--- src/rtl/carryskip_adder_pipe.sv ---
// carryskip_adder_pipe
//   Parametrised carry-skip adder/subtractor with a 1- or 2-stage pipeline
//   and valid/ready handshakes on both sides.
//
//   Parameters: WIDTH (multiple of 2*BLK), BLK (skip block size), PIPE (1 or 2)
//   Ports:
//     clk, rst_n            clock, async active-low reset
//     in_valid / in_ready   operand handshake (a, b, cin, sub, sat)
//     out_valid / out_ready result handshake (sum, cout, ovf)
//   sub=1 computes a + ~b + 1 (cin ignored); sub=0 computes a + b + cin.
//   cout/ovf always describe the raw (unsaturated) result.
//
//   Optional feature macro: CSA_SATURATE_EN
//     defined   : sat=1 with signed overflow clamps sum to the signed limit
//     undefined : sat is ignored, sum is always the wrapped result
module carryskip_adder_pipe #(
   parameter int WIDTH = 16,
   parameter int BLK   = 4,
   parameter int PIPE  = 2
) (
   input  logic             clk,
   input  logic             rst_n,
   input  logic             in_valid,
   output logic             in_ready,
   input  logic [WIDTH-1:0] a,
   input  logic [WIDTH-1:0] b,
   input  logic             cin,
   input  logic             sub,
   input  logic             sat,
   output logic             out_valid,
   input  logic             out_ready,
   output logic [WIDTH-1:0] sum,
   output logic             cout,
   output logic             ovf
);

   localparam int H  = WIDTH / 2;
   localparam int NB = H / BLK;

   // Carry-skip add of one half-word: ripple inside each block, and a block
   // whose bits all propagate forwards its carry-in directly.
   function automatic logic [H:0] half_add(input logic [H-1:0] x,
                                           input logic [H-1:0] y,
                                           input logic         c);
      logic [H-1:0] s;
      logic         bc;
      logic         rc;
      logic         p;
      s  = '0;
      bc = c;
      for (int k = 0; k < NB; k++) begin
         rc = bc;
         p  = 1'b1;
         for (int i = 0; i < BLK; i++) begin
            s[k*BLK+i] = x[k*BLK+i] ^ y[k*BLK+i] ^ rc;
            rc = (x[k*BLK+i] & y[k*BLK+i]) | (rc & (x[k*BLK+i] ^ y[k*BLK+i]));
            p  = p & (x[k*BLK+i] ^ y[k*BLK+i]);
         end
         bc = p ? bc : rc;
      end
      return {bc, s};
   endfunction

   logic [WIDTH-1:0] beff;
   logic             c0;

   assign beff = sub ? ~b : b;
   assign c0   = sub | cin;

   // Operands of the final (output) register, produced by the selected front end.
   logic             st_valid;
   logic [WIDTH-1:0] st_sum;
   logic             st_cout;
   logic             st_a_msb;
   logic             st_b_msb;
`ifdef CSA_SATURATE_EN
   logic             st_sat;
`else
   logic             sat_unused;
   assign sat_unused = sat;
`endif

   logic out_adv;
   assign out_adv = !out_valid || out_ready;

   generate
      if ((WIDTH % (2*BLK)) != 0) begin : g_bad_width
         $error("WIDTH must be a multiple of 2*BLK");
      end

      if (PIPE == 1) begin : g_p1
         logic [H:0] lo;
         logic [H:0] hi;
         always_comb begin
            lo = half_add(a[H-1:0], beff[H-1:0], c0);
            hi = half_add(a[WIDTH-1:H], beff[WIDTH-1:H], lo[H]);
         end
         assign st_valid = in_valid;
         assign st_sum   = {hi[H-1:0], lo[H-1:0]};
         assign st_cout  = hi[H];
         assign st_a_msb = a[WIDTH-1];
         assign st_b_msb = beff[WIDTH-1];
`ifdef CSA_SATURATE_EN
         assign st_sat   = sat;
`endif
         assign in_ready = out_adv;
      end else if (PIPE == 2) begin : g_p2
         logic         s1_valid;
         logic [H-1:0] s1_lo;
         logic         s1_c;
         logic [H-1:0] s1_a_hi;
         logic [H-1:0] s1_b_hi;
`ifdef CSA_SATURATE_EN
         logic         s1_sat;
`endif
         logic         s1_adv;
         logic [H:0]   lo;
         logic [H:0]   hi;

         assign s1_adv   = !s1_valid || out_adv;
         assign in_ready = s1_adv;

         always_comb begin
            lo = half_add(a[H-1:0], beff[H-1:0], c0);
            hi = half_add(s1_a_hi, s1_b_hi, s1_c);
         end

         always_ff @(posedge clk or negedge rst_n) begin
            if (!rst_n) begin
               s1_valid <= 1'b0;
               s1_lo    <= '0;
               s1_c     <= 1'b0;
               s1_a_hi  <= '0;
               s1_b_hi  <= '0;
`ifdef CSA_SATURATE_EN
               s1_sat   <= 1'b0;
`endif
            end else if (s1_adv) begin
               s1_valid <= in_valid;
               if (in_valid) begin
                  s1_lo   <= lo[H-1:0];
                  s1_c    <= lo[H];
                  s1_a_hi <= a[WIDTH-1:H];
                  s1_b_hi <= beff[WIDTH-1:H];
`ifdef CSA_SATURATE_EN
                  s1_sat  <= sat;
`endif
               end
            end
         end

         assign st_valid = s1_valid;
         assign st_sum   = {hi[H-1:0], s1_lo};
         assign st_cout  = hi[H];
         assign st_a_msb = s1_a_hi[H-1];
         assign st_b_msb = s1_b_hi[H-1];
`ifdef CSA_SATURATE_EN
         assign st_sat   = s1_sat;
`endif
      end else begin : g_bad_pipe
         $error("PIPE must be 1 or 2");
      end
   endgenerate

   logic             st_ovf;
   logic [WIDTH-1:0] res_sum;

   assign st_ovf = (st_a_msb == st_b_msb) && (st_sum[WIDTH-1] != st_a_msb);

`ifdef CSA_SATURATE_EN
   // Positive overflow can only happen with a non-negative a, so a's sign picks the limit.
   assign res_sum = (st_sat && st_ovf) ?
                    (st_a_msb ? {1'b1, {(WIDTH-1){1'b0}}} : {1'b0, {(WIDTH-1){1'b1}}}) :
                    st_sum;
`else
   assign res_sum = st_sum;
`endif

   always_ff @(posedge clk or negedge rst_n) begin
      if (!rst_n) begin
         out_valid <= 1'b0;
         sum       <= '0;
         cout      <= 1'b0;
         ovf       <= 1'b0;
      end else if (out_adv) begin
         out_valid <= st_valid;
         if (st_valid) begin
            sum  <= res_sum;
            cout <= st_cout;
            ovf  <= st_ovf;
         end
      end
   end

endmodule
--- config.mk ---
export PLATFORM = sky130hd
export DESIGN_NAME = carryskip_adder_pipe
export DESIGN_NICKNAME = d
export VERILOG_FILES = /design/src/rtl/carryskip_adder_pipe.sv
export SDC_FILE = /design/constraint.sdc
export NUM_CORES = 1
export LEC_CHECK = 0
export BUFFER_PORTS_ARGS = -buffer_cell sky130_fd_sc_hd__buf_2
export CORE_MARGIN = 2
export CORE_UTILIZATION = 53
export CTS_CLUSTER_SIZE = 24
export DETAILED_ROUTE_END_ITERATION = 8
export PLACE_DENSITY = 0.78
export SLEW_MARGIN = 20
export SYNTH_ARGS = -nofsm -noshare
export SYNTH_HDL_FRONTEND = slang
export SYNTH_SLANG_ARGS = --single-unit
--- constraint.sdc ---
create_clock -name clk -period 4.7 [get_ports clk]
set_clock_uncertainty 0.15 [all_clocks]
set_input_delay 0.235 -clock clk [delete_from_list [all_inputs] [get_ports clk]]
set_output_delay 0.235 -clock clk [all_outputs]
set_load 0.03 [all_outputs]
==> run metrics, run 1 <==
Async SR Flop Fraction 100.0%; vias in the first global route between 1,500 and 2,000; clock sinks 45; Slew @ Worst Pin between 0.9 and 1 ns; Post-Syn Area ~2500 µm²; Max Freq roughly 230 MHz; Clock Path Buffers 2; Yosys top cell area share between 40% and 50%; Yosys reg bits 45; Worst Path Required about 4.8 ns; setup bufs post-CTS 0; Vias ~1,500; number of library cell types mapped by synthesis 22; die height just over 70 µm; Max Transition Viols Final 0; hold_buf cts 1; htree depth 2; largest net degree at the start of global routing 46; vias per std cell between 4 and 5; TritonCTS clock tree done; 1st-iter DRT viols between 90 and 100; status completed; FF+latch area ~1100 µm²; setup slack after layout approximately 0.44 ns; Max-slew headroom 37.03%; Hold WS ~0.010 ns; Ant. Diodes 0; CTS Buf Count 5; setup violators final 0; DR WL/cell ~13 µm; Final nets between 300 and 400; setup TNS 0 ns; critical path startpoint category register; MaxCap Viol Count 0; register-to-register setup slack approximately 0.44 ns; Primary FF master, synth dfrtp_1; layout cells sized above 1 between 30% and 40%; Skew-Pair Late Insertion Delay 0.29 ns; CP Capture Type register; synth-to-layout area growth 16.49%; RD Place Congestion around 0.74; Rows 24; syn_nets 273; Fillers 360; RSZ-0062 raised after global routing no; DRC errors left 0; first-pass GRT wire length ~7100 µm; post_cts resized 0; crit path time final about 4.3 ns; DIE WIDTH 72.42 µm; root buf cell clkbuf_8; Leakage about 1.5 nW; total grt overflow 0; clk slew on worst S/H paths approximately 0.08 ns; critical path class reg2reg; Max FO, Critical Path 2; synth warn 0; largest area contributor in the netlist dfrtp_1; CORE AREA between 4000 and 5000 µm²; DIE AREA about 5200 µm²; final WL between 4000 and 5000 µm; First-pass DRT Iterations 4; Initial Util a little under three fifths; area occupied by multi-input gates around 1200 µm²; arrival time of the worst setup path between 4 and 5 ns; period utilization 90.60%; Cell Pwr Density around 450 nW/µm²; Mapped Avg Cell Area about 12 µm²; Peak supply drop around 0.16 mV; Place WS around 0.15 ns; post-detailed-route count of antenna-violating nets 0; post-DP HPWL between 3000 and 4000 µm; type of the worst min-delay path in2reg; Seq/Total Area, Yosys 45.39%; final hold vios 0; I/O pin count between 50 and 60; Cells after Synth 202; Tot GR Track Use between 10% and 20%; EDFF count, synth 0; port bufs 57; largest cells by area after synthesis dfrtp_1, fa_1, mux2_2, ha_1, xor2_1; antenna violations before repair 0
-- cell families (layout without fill, tap and decap cells) --
| family | after synthesis | count (layout) | share of synthesized area (%) |
|---|---|---|---|
| muxes | 26 | 26 | 11.75 |
| and+or+nand+nor | 31 | 31 | 5.648 |
| xor gates and xnor gates | 17 | 17 | 6.001 |
| AOI/OAI and AO/OA | 21 | 21 | 4.741 |
| DFF | 45 | 45 | 45.39 |
| adders and majority gates | 32 | 32 | 20.98 |
| buffers and inverters | 30 | 91 | 5.497 |
-- synth_stat cells, types with 2 or more instances --
library cell,instances
buf_4,3
ha_1,16
inv_1,22
dfrtp_1,45
nand2_1,20
mux2_2,25
buf_2,4
o21ai_0,16
nand2b_1,3
xnor2_1,6
xor2_1,11
fa_1,16
nor2_1,2
nand4_1,4
a21oi_1,2
-- layout make-up --
cell class | count | share of cell area (%)
clock buffers | 8 | 2.771
multi-input cells | 127 | 42.16
inverters | 22 | 2.857
well taps | 52 | 2.251
repair buffers | 61 | 11.00
flip-flops and latches | 45 | 38.96
-- path summary, 6_finish.rpt --
path / start / end / depth (start not counted)
worst min register to register: ovf / ovf / 2
min in group asynchronous: rst_n / cout / 2
worst max-delay path: g_p2.s1_c / ovf / 13
max in group asynchronous: rst_n / sum[6] / 2
worst max register to register: g_p2.s1_c / ovf / 13
worst min-delay path: in_valid / g_p2.s1_valid / 2
-- through the flow --
stage | power, mW | utilization (%) | area, µm² | cells
final | 1.297 | 65.03 | 2890 | 315
after global routing | 1.399 | 65.03 | 2890 | 315
after CTS | 1.315 | 65.03 | 2890 | 315
after detailed placement | 1.089 | 63.01 | 2800 | 306
after global placement | 1.065 | 63.01 | 2800 | 306
after floorplan | 0.9284 | - | 2481 | 202
-- cell usage in the layout (no fill, tap or decap), drive strengths merged --
cell type    Yosys  final
nor2             3      3
nand2b           3      3
nand4            4      4
o2111a           1      1
a21oi            3      3
inv             22     22
nand3b           1      1
fa              16     16
dfrtp           45     45
nand2           20     20
dlygate4sd3      0      1
xor2            11     11
o21ai           16     16
buf              8     60
xnor2            6      6
ha              16     16
mux2            25     25
mux2i            1      1
o31ai            1      1
clkbuf           0      8
-- flip-flops by register name, summed over array words and instances (netlist names) --
register       cells
g_p2.s1_c          1
ovf                1
g_p2.s1_valid      1
cout               1
g_p2.s1_b_hi       8
g_p2.s1_lo         8
sum               16
g_p2.s1_a_hi       8
out_valid          1
-- power by group --
part | total [mW] | switching, mW | internal (mW)
Clock | 0.227 | 0.121 | 0.106
Sequential | 0.568 | 0.0660 | 0.502
Combinational | 0.502 | 0.305 | 0.198
Total | 1.30 | 0.492 | 0.805
-- critical path, stage by stage, from the launching register on --
cell and delay (ns):
dfrtp_1 0.41, fa_1 0.46, fa_1 0.40, fa_1 0.36, inv_1 0.08, fa_1 0.16
mux2i_1 0.11, fa_1 0.41, fa_1 0.39, fa_1 0.37, inv_1 0.09, fa_1 0.44
xor2_1 0.15, o31ai_1 0.18
-- routing by layer --
| layer | track usage [%] | part of all wire (%) | vias to the layer above |
|---|---|---|---|
| li1 | - | - | 761 |
| met1 | 22.39 | 42 | 725 |
| met3 | 4.167 | 4.9 | 5 |
| met4 | 6.790 | 1.7 | 0 |
| met2 | 30.28 | 52 | 44 |
| met5 | 0 | 0 | - |
(Power assumes the default switching activity.)
==> run 2: changes to the inputs <==
- CORE_UTILIZATION: 53 -> 40
- PLACE_DENSITY: 0.78 -> 0.61
==> run metrics, run 2 (same netlist as run 1, synthesis figures left out) <==
status completed; htree depth 2; register-to-register setup slack 0.48 ns; Vias about 1,500; worst reg-to-reg path cell count 13; Max Transition Viols Final 0; DIE AREA slightly below 7000 µm²; RSZ-0062 raised after global routing no; final core utilization between 40% and 50%; port bufs 57; I/O pin count between 50 and 60; arrival time of the worst setup path 4.26 ns; post-detailed-route count of antenna-violating nets 0; vias in the first global route approximately 1,600; setup bufs post-CTS 0; clock sinks 45; commonest non-fill, non-tap cell in the layout buf_2; First-pass DRT Iterations 4; CP Capture Type register; Hold WS approximately 0.014 ns; crit path time final 4.222 ns; Initial Util between 40% and 50%; critical path startpoint category register; first-pass GRT wire length 6941 µm; critical path class reg2reg; final WL slightly above 4000 µm; type of the worst min-delay path in2reg; Final nets 333; DIE WIDTH slightly above 80 µm; total grt overflow 0; TritonCTS clock tree done; Slew @ Worst Pin 0.8648 ns; commonest non-fill, non-tap cells in the layout buf_2, dfrtp_1, mux2_2; synth-to-layout area growth 18.61%; Max FO, Critical Path 2; Max Freq between 200 and 250 MHz; DRC errors left 0; WHS Path Cells 2; met1 usage between 10% and 20%; setup slack after layout roughly 0.48 ns; hold_buf cts 1; Skew-Pair Late Insertion Delay between 0.2 and 0.3 ns; Fillers slightly below 600; FF+latch area roughly 1100 µm²; period utilization between 80% and 90%; Max-slew headroom 42.21%; CORE AREA slightly below 6000 µm²; root buf cell clkbuf_8; max reg flops 16; Clock Path Buffers 2; CTS Buf Count 5; 1st-iter DRT viols 42; met2 Use GR 22.02%; post-DP HPWL a little over 3000 µm; Reg with most FFs sum; area occupied by multi-input gates 1219 µm²; Peak supply drop between 0.15 and 0.2 mV; setup violators final 0; GR peak layer met2; Ant. Diodes 0; Place WS just under 0.2 ns; Tot GR Track Use a little over an eighth; Cell Pwr Density 448.7 nW/µm²; clk slew on worst S/H paths roughly 0.080 ns; RD Place Congestion roughly 0.71; post_cts resized 0; largest net degree at the start of global routing 46; antenna violations before repair 0; layout cells sized above 1 36.12%; GRT met3 Usage 4.457%; Leakage ~1.5 nW; Rows 28; Worst Path Required 4.74 ns; DR WL/cell between 10 and 15 µm; die height ~83 µm; setup TNS 0 ns; final hold vios 0; MaxCap Viol Count 0; vias per std cell around 4.5; Tot Pwr approximately 1.3 mW
## run 2: report_power, final
part / total (mW) / internal (mW) / switching (mW)
clock network: 0.258 / 0.133 / 0.125
registers: 0.565 / 0.502 / 0.0631
logic: 0.498 / 0.197 / 0.301
total: 1.32 / 0.831 / 0.489
## run 2: critical path: stages (launching register included)
cell and delay (ns):
dfrtp_1 0.41, fa_1 0.45, fa_1 0.40, fa_1 0.37, inv_1 0.07, fa_1 0.15
mux2i_1 0.11, fa_1 0.40, fa_1 0.39, fa_1 0.38, inv_1 0.08, fa_1 0.43
xor2_1 0.15, o31ai_1 0.18
## run 2: final cells by class
type / count / share of cell area [%]
Clock buffer: 7 / 3.274
Clock inverter: 1 / 0.1701
Inverter: 22 / 2.806
Multi-Input combinational cell: 127 / 41.41
Sequential cell: 45 / 38.27
Tap cell: 75 / 3.189
Timing Repair Buffer: 61 / 10.88
## run 2: final timing paths
path | to | startpoint
worst min-delay path | g_p2.s1_valid | in_valid
worst max-delay path | ovf | g_p2.s1_c
max in group asynchronous | sum[7] | rst_n
worst max register to register | ovf | g_p2.s1_c
min in group asynchronous | g_p2.s1_a_hi[7] | rst_n
worst min register to register | ovf | ovf
## run 2: metrics by stage
| stage | cells | instance area, µm² |
|---|---|---|
| after global placement | 329 | 2829 |
| after floorplan | 202 | 2481 |
| after CTS | 338 | 2940 |
| final | 338 | 2943 |
| after detailed placement | 329 | 2829 |
| after global routing | 338 | 2943 |
## run 2: per-layer routing
layer  vias to the layer above  part of all wire, %  routed length, µm
met5                         -                    0                  0
met4                         0                  1.8                 74
met3                         5                  8.3                333
met2                        45                   46               1850
met1                       714                   44               1764
li1                        762                    -                  -
